$ cat src/rtl/tinyml_axi_rr_arbiter.sv
// Registered N-way request arbiter with fixed-priority or round-robin selection
// and optional grant holding until request drop or acknowledge.
module tinyml_axi_rr_arbiter #(
  parameter int PORTS                 = 4,
  parameter int ARB_TYPE_ROUND_ROBIN  = 1,
  parameter int ARB_BLOCK             = 1,
  parameter int ARB_BLOCK_ACK         = 1,
  parameter int ARB_LSB_HIGH_PRIORITY = 1,
  localparam int EW = (PORTS > 1) ? $clog2(PORTS) : 1
) (
  input  logic             clk,
  input  logic             rst,
  input  logic [PORTS-1:0] request,
  input  logic [PORTS-1:0] acknowledge,
  output logic [PORTS-1:0] grant,
  output logic             grant_valid,
  output logic [EW-1:0]    grant_encoded
);

  typedef enum logic {IDLE, GRANTED} state_t;

  state_t           state, state_next;
  logic [PORTS-1:0] mask, mask_next, masked, grant_next;
  logic [EW-1:0]    winner, enc_next;
  logic             release_now, load_mask;

  // Priority encoder: index of the highest-priority set bit (0 if none).
  function automatic logic [EW-1:0] pick(input logic [PORTS-1:0] v);
    logic [EW-1:0] idx;
    idx = '0;
    for (int unsigned i = 0; i < PORTS; i++) begin
      if (ARB_LSB_HIGH_PRIORITY != 0) begin
        if (v[PORTS-1-i]) idx = EW'(PORTS-1-i);
      end else begin
        if (v[i]) idx = EW'(i);
      end
    end
    return idx;
  endfunction

  always_ff @(posedge clk) begin
    if (rst) begin
      state         <= IDLE;
      grant         <= '0;
      grant_valid   <= 1'b0;
      grant_encoded <= '0;
      mask          <= '1;
    end else begin
      state         <= state_next;
      grant         <= grant_next;
      grant_valid   <= (state_next == GRANTED);
      grant_encoded <= enc_next;
      if (load_mask) mask <= mask_next;
    end
  end

  always_comb begin
    state_next  = state;
    grant_next  = grant;
    enc_next    = grant_encoded;
    load_mask   = 1'b0;
    release_now = 1'b0;
    masked      = request & mask;

    if (ARB_TYPE_ROUND_ROBIN != 0 && masked != '0) winner = pick(masked);
    else winner = pick(request);

    // Next round-robin search window starts just past the winner in priority order.
    mask_next = '1;
    if (ARB_TYPE_ROUND_ROBIN != 0) begin
      for (int unsigned i = 0; i < PORTS; i++) begin
        if (ARB_LSB_HIGH_PRIORITY != 0) mask_next[i] = (EW'(i) > winner);
        else mask_next[i] = (EW'(i) < winner);
      end
    end

    unique case (state)
      IDLE: release_now = 1'b1;
      GRANTED: begin
        if (ARB_BLOCK == 0)          release_now = 1'b1;
        else if (ARB_BLOCK_ACK != 0) release_now = acknowledge[grant_encoded];
        else                         release_now = !request[grant_encoded];
      end
      default: release_now = 1'b1;
    endcase

    if (release_now) begin
      if (request != '0) begin
        state_next = GRANTED;
        grant_next = PORTS'(1) << winner;
        enc_next   = winner;
        load_mask  = 1'b1;
      end else begin
        state_next = IDLE;
        grant_next = '0;
        enc_next   = '0;
      end
    end
  end

endmodule

$ cat config.mk
export PLATFORM = sky130hd
export DESIGN_NAME = tinyml_axi_rr_arbiter
export DESIGN_NICKNAME = d
export VERILOG_FILES = /design/src/rtl/tinyml_axi_rr_arbiter.sv
export SDC_FILE = /design/constraint.sdc
export NUM_CORES = 1
export LEC_CHECK = 0
export CORE_AREA = 2 2 39 41
export DETAILED_ROUTE_END_ITERATION = 8
export DIE_AREA = 0 0 41 43
export PLACE_DENSITY = 0.72
export SLEW_MARGIN = 25
export SYNTH_ARGS = -nofsm -noshare
export SYNTH_HDL_FRONTEND = slang
export SYNTH_SLANG_ARGS = --single-unit
$ cat constraint.sdc
create_clock -name clk -period 1.7 [get_ports clk]
set_input_delay 0.34 -clock clk [delete_from_list [all_inputs] [get_ports clk]]
set_output_delay 0.34 -clock clk [all_outputs]
set_load 0.02 [all_outputs]
Word level (Yosys, flattened, before mapping) --
Index checks and enable logic that the tools add are counted.
Cells by class: add/subtract/negate cells 0, $mul 0, divide/modulo/power cells 0, magnitude comparators 5, equal/unequal tests 0, shift-type cells 1, mux-type cells 16, bitwise operators 2, reductions and logical operators 2
Operators by type and width (count):
- 2-to-1 mux 2 bit | 10
- nonzero test 4 bit | 2
- bitwise AND 4 bit | 1
- > comparator 1 x 2 -> 1 bit (first input constant) | 2
- > comparator 2 bit (first input constant) | 2
- 2-to-1 mux 4 bit | 1
- << shifter 1 x 2 -> 4 bit (first input constant) | 1
- < comparator 2 x 3 -> 1 bit (second input constant) | 1
- 2-to-1 mux 1 bit | 3
- binary-select mux 1 bit (select 2 bit) | 1
- case mux 1 bit (2 select lines) | 1
- NOT 1 bit | 1
Word-level totals: bits in registers 11, bits in latches 0, bits in writable memories 0, ROM bits 0, input port bits 10, word-level logic and storage cells 30, memories kept 0

Logic depth before layout (Yosys ltp) --
depth after elaboration 8, depth in mapped cells 5, mapped depth without buffers 4

Least setup slack after synthesis --
No wires, ideal clock.
path type register to register, start register grant_encoded[0], end register mask[3], library setup time 122 ps, arrival 1503 ps, slack 75 ps, stages on the path, launching flop included 5, period minus slack after synthesis 1625 ps, path through dfxtp_1 mux2i_1 a22oi_2 or4b_4 o32a_1
On the way: longest elaborated chain between the ends 4
RTL lines:
- start: declaration | RTL line 17 | output logic [EW-1:0] grant_encoded
- start signal: assignment | RTL line 52 | grant_encoded <= enc_next;
- binary-select mux 1 bit (select 2 bit) | RTL line 81 | else if (ARB_BLOCK_ACK != 0) release_now = acknowledge[grant_encoded];
- 2-to-1 mux 1 bit (implied by the code) | RTL line 81
- case mux 1 bit (2 select lines) | RTL line 77 | unique case (state)
- 2-to-1 mux 1 bit | RTL line 87 | if (release_now) begin
- end signal: assignment | RTL line 53 | if (load_mask) mask <= mask_next;
- end: declaration | RTL line 23 | logic [PORTS-1:0] mask, mask_next, masked, grant_next;
No other way between the ends. The select of a mux whose other input is x is not followed. A chain may end at the register's enable or synchronous reset.

Final worst setup path --
start input port request[3], end register grant[2]
On the way: longest elaborated chain between the ends 8, elaborated cells on any way between the ends 14, classes of those cells shift (1); mux (10); bitwise (1); reduce/logical (2)
RTL lines:
- start: declaration | RTL line 13 | input logic [PORTS-1:0] request,
- bitwise AND 4 bit | RTL line 63 | masked = request & mask;
- 2-to-1 mux 2 bit (4 in a row) | RTL line 33 | if (v[PORTS-1-i]) idx = EW'(PORTS-1-i);
- 2-to-1 mux 2 bit | RTL line 65 | if (ARB_TYPE_ROUND_ROBIN != 0 && masked != '0) winner = pick(masked);
- << shifter 1 x 2 -> 4 bit | RTL line 90 | grant_next = PORTS'(1) << winner;
- 2-to-1 mux 4 bit * | RTL line 88 | if (request != '0) begin
- end signal: assignment | RTL line 50 | grant <= grant_next;
- end: declaration | RTL line 15 | output logic [PORTS-1:0] grant,
Mark *: on every way between the ends. The rest lies on a longest branch, timed or not.

==> metrics.csv <==
metric,value,unit
status,completed,
crit_path_end_kind,flop,
ir_drop,0.479,mV
cts_root_buf,clkbuf_4,
drt-initial-drc-count,7,
io_pins,17,
r2r_cells,5,
die_y,43,um
place_area,797,um^2
power.total,705,uW
area_growth,58.8,%
grt_max_degree,12,
min_period,1620,ps
synth.avg_cell_area,9.05,um^2
arrival,1820,ps
track_usage,19.1,%
final_nets,101,
post-dp-hpwl,1.03,mm
power.leakage,0.404,nW
grt_pass1_vias,519,
post_drt_wl_per_cell,13.2,um
worstSetupPathType,input port to flop,
hold_buffers,0,
fin_ws,76.1,ps
relSlewSlack,74.2,%
finalHoldViolCount,0,
synth_edf_count,0,
seq_area,220,um^2
grt.overflow.total,0,
drv_cap,0,
routed_wl,1.40,mm
synth.distinct_cells,28,
cp.required,1890,ps
fin_skew,7.38,ps
initial_core_util,39.2,%
whs_path_depth,2,
place_congestion,0.800,
final_cells,106,
setup_violations,0,
synthTopCellsByCount,"dfxtp_1 (11), nand2_1 (7), a21oi_1 (5), inv_1 (5)",
numCtsBuffers,3,
yosysTopAreaCell,dfxtp_1,
die_area,1760,um^2
p_per_area,818,nW/um^2
synth_seq_cells,11,
syn-num-nets,70,
clockBufferDepth,2,
tightest_slew,384,ps
finalMaxSlewViolations,0,
place_inst,101,
hold_path.class,flop to flop,
ys_seq_area_share,40.6,%
syn-cell-area,543,um^2
dr.pass1.iters,4,
clock-sinks,11,
synth_warnings,0,
drive_gt1_share,24.4,%
core,1380,um^2
diodes,0,
finalCritPeriodShare,95.5,%
yosysMostFrequentCell,dfxtp_1,
path_max_fanout,4,
port_buffers,16,
grt_pass1_wl,2.21,mm
dominantRegCellSynth,dfxtp_1,
cts_tree,built,
antenna_found_initial,0,
multi_input_area,310,um^2
ant_nets,0,
dp_slack,-295,ps
start_kind,input port,
vias,561,
final.fill_count,129,
synthArstFlopShare,0,%
dieWidth,41,um
netlist.area_leader.share,40.6,%
synth.area.top_cells,"dfxtp_1 (41%), nand2_1 (4.8%), o32ai_1 (4.8%), a21oi_1 (4.6%), mux2i_1 (3.7%)",
routed_via_density,5.29,
htree_levels,1,
synth_cells,60,
clkLatencyLatePin,280,ps
clk_pin_slew,70,ps
drc,0,
fmax,616,MHz
final_area,862,um^2
rows,14,
[report_power, final]
group	switching, mW	internal, mW	total [mW]
Combinational	0.0998	0.116	0.216
Sequential	0.0184	0.283	0.301
Clock	0.0972	0.0912	0.188
[stage by stage]
stage | setup TNS [ps] | hold slack [ps] | util [%]
floorplan | 0 | 453 | -
global placement | -1880 | 465 | 57.6
detailed placement | -1980 | 474 | 57.6
CTS | 0 | 487 | 59.7
global route | -6.76 | 510 | 62.3
finish | 0 | 482 | 62.3
[layout make-up]
type | instances | share of cell area (%)
Clock buffer | 4 | 3.05
Inverter | 5 | 2.18
Multi-Input combinational cell | 42 | 36.0
Sequential cell | 11 | 25.5
Tap cell | 16 | 2.32
Timing Repair Buffer | 28 | 30.9
[flip-flops by register name, indices dropped and copies added (netlist names)]
signal	cells
mask	4
grant_encoded	2
state	1
grant	4
[logic make-up after synthesis]
kind of cell	count (synthesis)	synth area share, %
mux	2	3.69
compound gates	23	32.7
simple gates	17	18.0
flops	11	40.6
buf+inv	7	5.07
[critical path, cell delays in order]
cell             delay [ps]
clkdlybuf4s50_1         470
buf_4                   120
nor4_1                   60
or4b_4                  570
o32ai_2                 250
[layer usage]
layer / GRT usage (%) / up-vias / wire length [um]
met5: 0 / - / 0
met4: 14.7 / 0 / 44
met3: 3.14 / 4 / 60
met2: 26.3 / 12 / 693
met1: 25.2 / 257 / 604
li1: - / 288 / -
[cells in the final DEF, fill, tap and decap left out, types with 2 or more instances in the layout]
master / Yosys / final
buf_4: 0 / 12
dfxtp_1: 11 / 11
clkdlybuf4s50_1: 0 / 8
nand2_1: 7 / 7
dlymetal6s2s_1: 0 / 7
inv_1: 5 / 5
a21oi_1: 5 / 5
o21ai_0: 3 / 3
clkbuf_4: 0 / 3
and2_1: 2 / 2
o21bai_1: 2 / 2
o211ai_1: 2 / 2
o32ai_2: 1 / 2
o32ai_1: 3 / 2
[path summary, 6_finish.rpt]
path              endpoint  slack [ps]             start
setup / recovery  grant[2]          80        request[3]
hold / removal    grant[1]         480          grant[1]
setup reg to reg   mask[3]         110  grant_encoded[0]
hold reg to reg   grant[1]         480          grant[1]
[repair_timing]
item / CTS / global route
setup endpoints to repair: 2 / 7
pin swaps: 0 / 3
setup buffers: 0 / 1
resized for setup: 2 / 9
Note: power is estimated with default switching activity, not from simulation.
